`src/rtl/noc_vc_buffer.sv`:
```
// Virtual-channel buffer between a core bridge and a NoC router port: per-VC TX and RX FIFOs,
// round-robin TX issue under router flow control, and show-ahead round-robin RX delivery.
`ifndef FLIT_WIDTH
`define FLIT_WIDTH 32
`endif

module noc_vc_buffer #(
    parameter int FLIT_WIDTH = `FLIT_WIDTH,
    parameter int NUM_VCS    = 2,
    parameter int DEPTH      = 4,
    parameter int VC_W       = (NUM_VCS > 1) ? $clog2(NUM_VCS) : 1
) (
    input  logic                  clk,
    input  logic                  resetn,
    input  logic                  tx_valid,
    input  logic [VC_W-1:0]       tx_vc,
    input  logic [FLIT_WIDTH-1:0] tx_flit,
    output logic [NUM_VCS-1:0]    tx_full_vcs,
    output logic                  noc_en_put,
    output logic [VC_W-1:0]       noc_put_vc,
    output logic [FLIT_WIDTH-1:0] noc_put_flit,
    input  logic [NUM_VCS-1:0]    noc_get_non_full_vcs,
    input  logic                  noc_get_valid,
    input  logic [VC_W-1:0]       noc_get_vc,
    input  logic [FLIT_WIDTH-1:0] noc_get_flit,
    output logic [NUM_VCS-1:0]    noc_put_non_full_vcs,
    output logic                  rx_valid,
    output logic [VC_W-1:0]       rx_vc,
    output logic [FLIT_WIDTH-1:0] rx_flit,
    input  logic                  rx_ready,
    output logic                  err_overflow
);

    localparam int PW = $clog2(DEPTH);
    localparam int CW = PW + 1;

    logic [FLIT_WIDTH-1:0] tx_mem [NUM_VCS][DEPTH];
    logic [FLIT_WIDTH-1:0] rx_mem [NUM_VCS][DEPTH];
    logic [PW-1:0]         tx_rd  [NUM_VCS];
    logic [PW-1:0]         tx_wr  [NUM_VCS];
    logic [PW-1:0]         rx_rd  [NUM_VCS];
    logic [PW-1:0]         rx_wr  [NUM_VCS];
    logic [CW-1:0]         tx_cnt [NUM_VCS];
    logic [CW-1:0]         rx_cnt [NUM_VCS];
    logic [VC_W-1:0]       rr_tx;
    logic [VC_W-1:0]       rr_rx;

    logic [NUM_VCS-1:0]    tx_push_vec;
    logic [NUM_VCS-1:0]    tx_pop_vec;
    logic [NUM_VCS-1:0]    rx_push_vec;
    logic [NUM_VCS-1:0]    rx_pop_vec;
    logic                  tx_any;
    logic [VC_W-1:0]       tx_gvc;
    logic [FLIT_WIDTH-1:0] tx_head;
    logic                  overflow_hit;

    function automatic int rr_idx(input logic [VC_W-1:0] base, input int k);
        return (int'(base) + k) % NUM_VCS;
    endfunction

    always_comb begin
        for (int i = 0; i < NUM_VCS; i++) begin
            tx_full_vcs[i]          = (tx_cnt[i] == CW'(DEPTH));
            noc_put_non_full_vcs[i] = (rx_cnt[i] <= CW'(DEPTH - 2));
        end
    end

    // TX arbiter: first VC at or after rr_tx with data and router space.
    always_comb begin
        tx_any  = 1'b0;
        tx_gvc  = '0;
        tx_head = '0;
        for (int k = 0; k < NUM_VCS; k++) begin
            if (!tx_any && tx_cnt[rr_idx(rr_tx, k)] != '0 && noc_get_non_full_vcs[rr_idx(rr_tx, k)]) begin
                tx_any  = 1'b1;
                tx_gvc  = VC_W'(rr_idx(rr_tx, k));
                tx_head = tx_mem[rr_idx(rr_tx, k)][tx_rd[rr_idx(rr_tx, k)]];
            end
        end
    end

    always_comb begin
        rx_valid = 1'b0;
        rx_vc    = '0;
        rx_flit  = '0;
        for (int k = 0; k < NUM_VCS; k++) begin
            if (!rx_valid && rx_cnt[rr_idx(rr_rx, k)] != '0) begin
                rx_valid = 1'b1;
                rx_vc    = VC_W'(rr_idx(rr_rx, k));
                rx_flit  = rx_mem[rr_idx(rr_rx, k)][rx_rd[rr_idx(rr_rx, k)]];
            end
        end
    end

    // A full RX FIFO still accepts a push when its head leaves on the same edge.
    always_comb begin
        overflow_hit = 1'b0;
        for (int i = 0; i < NUM_VCS; i++) begin
            tx_push_vec[i] = tx_valid && (tx_vc == VC_W'(i)) && !tx_full_vcs[i];
            tx_pop_vec[i]  = tx_any && (tx_gvc == VC_W'(i));
            rx_pop_vec[i]  = rx_valid && rx_ready && (rx_vc == VC_W'(i));
            rx_push_vec[i] = noc_get_valid && (noc_get_vc == VC_W'(i))
                             && ((rx_cnt[i] != CW'(DEPTH)) || rx_pop_vec[i]);
            if (noc_get_valid && (noc_get_vc == VC_W'(i)) && !rx_push_vec[i])
                overflow_hit = 1'b1;
        end
    end

    always_ff @(posedge clk) begin
        if (!resetn) begin
            for (int i = 0; i < NUM_VCS; i++) begin
                tx_rd[i]  <= '0;
                tx_wr[i]  <= '0;
                rx_rd[i]  <= '0;
                rx_wr[i]  <= '0;
                tx_cnt[i] <= '0;
                rx_cnt[i] <= '0;
            end
            rr_tx        <= '0;
            rr_rx        <= '0;
            noc_en_put   <= 1'b0;
            noc_put_vc   <= '0;
            noc_put_flit <= '0;
            err_overflow <= 1'b0;
        end else begin
            for (int i = 0; i < NUM_VCS; i++) begin
                if (tx_push_vec[i]) tx_wr[i] <= tx_wr[i] + 1'b1;
                if (tx_pop_vec[i])  tx_rd[i] <= tx_rd[i] + 1'b1;
                if (rx_push_vec[i]) rx_wr[i] <= rx_wr[i] + 1'b1;
                if (rx_pop_vec[i])  rx_rd[i] <= rx_rd[i] + 1'b1;
                tx_cnt[i] <= tx_cnt[i] + CW'(tx_push_vec[i]) - CW'(tx_pop_vec[i]);
                rx_cnt[i] <= rx_cnt[i] + CW'(rx_push_vec[i]) - CW'(rx_pop_vec[i]);
            end
            noc_en_put <= tx_any;
            if (tx_any) begin
                noc_put_vc   <= tx_gvc;
                noc_put_flit <= tx_head;
                rr_tx        <= (tx_gvc == VC_W'(NUM_VCS - 1)) ? '0 : tx_gvc + 1'b1;
            end
            if (rx_valid && rx_ready)
                rr_rx <= (rx_vc == VC_W'(NUM_VCS - 1)) ? '0 : rx_vc + 1'b1;
            if (overflow_hit)
                err_overflow <= 1'b1;
        end
    end

    // NOTE: storage arrays are deliberately not reset; pointers and counts define validity.
    always_ff @(posedge clk) begin
        for (int i = 0; i < NUM_VCS; i++) begin
            if (tx_push_vec[i]) tx_mem[i][tx_wr[i]] <= tx_flit;
            if (rx_push_vec[i]) rx_mem[i][rx_wr[i]] <= noc_get_flit;
        end
    end

endmodule
```
`config.mk`:
```
export PLATFORM = sky130hd
export DESIGN_NAME = noc_vc_buffer
export DESIGN_NICKNAME = d
export VERILOG_FILES = /design/src/rtl/noc_vc_buffer.sv
export SDC_FILE = /design/constraint.sdc
export NUM_CORES = 1
export LEC_CHECK = 0
export BUFFER_PORTS_ARGS = -buffer_cell sky130_fd_sc_hd__buf_2
export CORE_MARGIN = 5
export CORE_UTILIZATION = 55
export CTS_CLUSTER_SIZE = 25
export DETAILED_ROUTE_END_ITERATION = 8
export PLACE_DENSITY = 0.76
export SYNTH_ARGS = -nofsm -noshare
export SYNTH_HDL_FRONTEND = slang
export SYNTH_SLANG_ARGS = --single-unit
export TNS_END_PERCENT = 100
```
`constraint.sdc`:
```
create_clock -name clk -period 3 [get_ports clk]
set_clock_uncertainty 0.1 [all_clocks]
set_input_delay 0.15 -clock clk [delete_from_list [all_inputs] [get_ports clk]]
set_output_delay 0.15 -clock clk [all_outputs]
set_load 0.05 [all_outputs]
```
# Yosys cells after proc, flatten, opt, wreduce, memory -nomap -nowiden
# Memory sizes are Yosys's and may differ from the RTL's. A register that Yosys moved wholly into a read port is not among the register bits.
# Index checks and enable logic that the tools add are counted.
# W data, S select, Z words.
totals:
  register_bits: 37
  ramBits: 540
  input_bits: 73
  output_inout_bits: 73
  word_cells: 217
  mem_count: 8
mem_list:
  columns: ["memory", "words", "word_bits", "rd", "rd_ports_with_merged_regs", "write_ports", "line", "text"]
  rows:
  - ["rx_mem", 2, 128, 2, 1, 1, "38", "logic [FLIT_WIDTH-1:0] rx_mem [NUM_VCS][DEPTH];"]
  - ["tx_mem", 2, 128, 2, 1, 1, "37", "logic [FLIT_WIDTH-1:0] tx_mem [NUM_VCS][DEPTH];"]
  - ["rx_cnt", 2, 3, 4, 1, 2, "44", "logic [CW-1:0] rx_cnt [NUM_VCS];"]
  - ["tx_cnt", 2, 3, 4, 1, 2, "43", "logic [CW-1:0] tx_cnt [NUM_VCS];"]
  - ["rx_rd", 2, 2, 4, 1, 2, "41", "logic [PW-1:0] rx_rd [NUM_VCS];"]
  - ["rx_wr", 2, 2, 2, 0, 2, "42", "logic [PW-1:0] rx_wr [NUM_VCS];"]
  - ["+2 memories", null, null, null, null, null, null, null]
op_classes:
  add_sub_neg: 20
  n_lt_le_gt_ge: 16
  n_eq_ne: 4
  mux: 101
  bitwise: 25
  reduce_logical: 37
op_table:
  columns: ["cell", "n"]
  rows:
  - ["$mux W128", 8]
  - ["$mux W32", 16]
  - ["$bmux W32 S2", 4]
  - ["$demux W32 S2", 4]
  - ["$reduce_or A128 Y1", 2]
  - ["$mux W1", 57]
  - ["$ge A3 B3 Y1 const B", 8]
  - ["$not A2 Y3", 8]
  - ["$logic_and A1 B1 Y1", 23]
  - ["$add A2 B1 Y2 const B", 8]
  - ["$mux W2", 8]
  - ["$add A3 B1 Y3", 4]
  - ["$lt A3 B1 Y1 const B", 4]
  - ["$mux W3", 4]
  - ["$or A1 B1 Y1", 12]
  - ["$reduce_bool A3 Y1", 4]
  - ["$sub A3 B1 Y3", 4]
  - ["$eq A3 B3 Y1 const B", 2]
  - ["$le A3 B2 Y1 const B", 2]
  - ["$logic_not A1 Y1", 6]
  - ["$ne A3 B3 Y1 const B", 2]
  - ["$add A1 B1 Y1 const B", 4]
  - ["$not A1 Y1", 4]
  - ["$lt A2 B3 Y1 const B", 1]
  - ["other kinds (3)", 4]

# Longest topological paths before layout
depth:
  word_depth: 14
  mapped_depth: 14

# Least setup slack after synthesis
# OpenSTA, ideal clock, no wires.
synth_timing:
  path_kind: "register to register"
  startpoint: "mem tx_cnt[0][2] (netlist name)"
  endpoint: "mem tx_mem[0][0] (netlist name) (enable)"
  arrival_time_ns: 2.453
  required_time_ns: 2.495
  slack_ns: 0.043
  path_stages_with_launch: 4
  path_buffers: 0
  period_less_slack_ns: 2.957
  cell_sequence: "dfxtp_1 -> nor3b_1 -> nor3b_1 -> and2_1"
synth_lines:
  columns: ["item", "line"]
  rows:
  - ["start: declaration", "43"]
  - ["end: declaration", "37"]

==> flow_metrics.tcl <==
set metrics [dict create \
    required_ns 2.75 \
    cts_tree "done" \
    clock_latency_ns 0.62 \
    synth_compound_area_frac 0.0474 \
    post-route-period-util 0.959 \
    relSlewSlack 0.567 \
    post_synth_and_or_nand_nor_area_fraction 0.0261 \
    fp-row-count 78 \
    chipWidth_um 223 \
    drt_iter0_markers 1172 \
    finalNonFillerCells 2322 \
    coreArea_mm2 0.0452 \
    cts-root-buf "clkbuf_16" \
    antenna_found_initial 2 \
    ys_types 57 \
    synth.most_common_cell "edfxtp_1" \
    synth_top_family_by_area "multiplexers" \
    vias_per_cell 6.07 \
    fp.dieArea_mm2 0.0499 \
    critPathKind "flip-flop to output pin" \
    synthCells 1431 \
    seq_power_share 0.344 \
    clkTransAtPathRegs_ns 0.06 \
    async_flop_share 0 \
    cts_made_buffers 56 \
    arrival_ns 2.63 \
    placed_area_mm2 0.0268 \
    track_usage 0.225 \
    wire_per_inst_um 24.4 \
    synth_top_area_cell "edfxtp_1" \
    ios 146 \
    pwr-share-clk 0.237 \
    slew_violations 0 \
    synth_nets 1534 \
    power_switching_uw 11200 \
    wl_um 56700 \
    synth_area_per_cell_um2 17.5 \
    yosys.area.top_type_share 0.633 \
    first_pass_iters 5 \
    synth_common_cells "edfxtp_1, mux2i_1, mux4_2, o22ai_1, dfxtp_1" \
    whs_ns 0.0478 \
    hold_viol_final 0 \
    synth-adder-area-share 0.0162 \
    drv_cap 0 \
    critPathLaunchType "flip-flop" \
    combinationalPowerShare 0.418 \
    synth_xor_area_frac 0.00385 \
    cts.sinks 579 \
    min_period_ns 2.88 \
    grt_overflow 0 \
    place.gp.congestion 0.788 \
    num_vias 14102 \
    io_buffers 145 \
    timing.fmax_mhz 348 \
    fin_setup_tns_ns 0 \
    post-route-drc-count 0 \
    power_density_mw_per_mm2 998 \
    tightestPinTransition_ns 0.648 \
    synth_seq_cells 579 \
    synth_mux_area_frac 0.208 \
    hold_class "primary input to flip-flop" \
    yosysWarnings 0 \
    p_int_uw 18200 \
    place_hpwl_um 31600 \
    start_util 0.554 \
    ant_nets 0 \
    status "complete, no violations" \
    p_leak_uw 0.0106 \
    ys_seq_area_frac 0.674 \
    die_h_um 223 \
    first_global_vias 14731 \
    fillCellCount 2978 \
    synth_ff_type "edfxtp_1" \
    syn_to_final_growth_pct 17.6 \
    grt_start_max_net_pins 56 \
    netlist_area_mm2 0.0250 \
    finalInstanceArea_mm2 0.0294 \
    sw_frac_of_total 0.380 \
    post_route_cells_drive_above_1_share 0.246 \
    grt_setup_unrepaired "no" \
    dpl.cell_count 2141 \
    vdd_drop_max_mv 0.866 \
    synth_edf_count 528 \
    path_max_fanout 10 \
    cts.path.max_buffers 3 \
    setup_violations 0 \
    synth.area.top_cells "edfxtp_1, mux2i_1, mux4_2" \
    htree_levels 2 \
    nNetsFinal 1777 \
    grt_pass1_wl_um 86700 \
    endpoint_kind "output pin" \
]
## metrics by stage
stage | total power [uW] | utilization | setup slack, ns
2_1_floorplan | 19100 | - | 0.0428
3_3_place_gp | 22000 | 0.592 | 0.215
3_5_place_dp | 22300 | 0.592 | 0.156
4_1_cts | 29500 | 0.651 | 0.00971
5_1_grt | 30700 | 0.652 | 0.0150
6_report | 29400 | 0.652 | 0.124
## flip-flops by register name (all words and copies together), names as in the netlist, named ones only
name          count
rr_tx             1
tx_wr             4
noc_put_vc        1
rx_mem          256
tx_mem          256
rx_cnt            6
rx_rd             4
rr_rx             1
tx_rd             4
err_overflow      1
rx_wr             4
noc_put_flit     32
noc_en_put        1
tx_cnt            6
## logic make-up (layout without fill, tap and decap cells)
logic type / after synthesis / after routing
AND/OR/NAND/NOR: 119 / 119
multiplexers: 395 / 395
XOR/XNOR: 11 / 11
adder cells (fa/ha/maj): 30 / 30
flip-flops: 579 / 579
other: 0 / 1
buffers and inverters: 125 / 415
AO/OA/AOI/OAI: 172 / 172
## repair_timing
item,in CTS,in global routing
hold buffers,71,0
pin swaps,0,1
resized for setup,9,7
buffers inserted,0,3
cloned,1,0
setup endpoints to repair,32,25
hold endpoints to repair,543,0
## layout make-up
cell class                 count  area, um^2  area share
sequential                   579       16900       0.573
multi-input combinational    727        7660       0.260
timing repair buffer         273        2160      0.0733
clock buffer                  81        1590      0.0539
tap                          600         751      0.0255
clock inverter                24         260     0.00884
inverter                      37         139     0.00472
antenna                        1        2.50   0.0000850
## layout by cell type, fill, tap and decap left out, drive strengths merged, types with 4 or more instances in the layout
cell type	netlist	layout
clkbuf	29	82
clkinvlp	0	4
dfxtp	51	51
nor3	4	4
o221ai	8	8
bufinv	0	4
o21ai	30	30
a21oi	10	10
nor2	30	30
fa	4	4
mux2i	295	295
buf	59	200
ha	26	26
o22ai	56	56
inv	34	35
and2	24	24
xor2	4	4
nand2	28	28
mux4	100	100
a21o	27	27
clkinv	3	18
nand2b	7	7
xnor2	7	7
dlygate4sd3	0	71
a32oi	28	28
edfxtp	528	528
## worst paths after layout
| path | from | endpoint | slack (ns) | cells past startpoint |
|---|---|---|---|---|
| setup reg to reg | tx_cnt[1][0] | tx_cnt[0][2] | 0.18 | 12 |
| setup / recovery | rx_cnt[0][0] | rx_flit[1] | 0.12 | 6 |
| hold / removal | tx_vc | tx_wr[0][0] | 0.05 | 3 |
| hold reg to reg | noc_put_flit[29] | noc_put_flit[29] | 0.34 | 1 |
## power groups by stage
stage	combinational (uW)	sequential, uW	clock, uW
final	12300	10100	6970
after global routing	13000	10200	7490
after CTS	12300	10100	7110
after detailed placement	12000	10200	0
after global placement	11800	10200	0
after floorplan	8220	10900	0
## layer usage
metal  track usage  share of wire  vias to the layer above
li1              -              -                     6251
met4        0.0640          0.024                        2
met2         0.395           0.52                      546
met3        0.0411          0.069                      106
met5             0        0.00012                        -
met1         0.291           0.39                     7197
## worst max-delay path: stages (launching register included)
cell     delay, ns
dfxtp_1       0.34
or3_1         0.46
and3_1        0.24
nor2_4        0.36
buf_4         0.28
o22ai_1       0.12
buf_2         0.23
(Power assumes the default switching activity.)
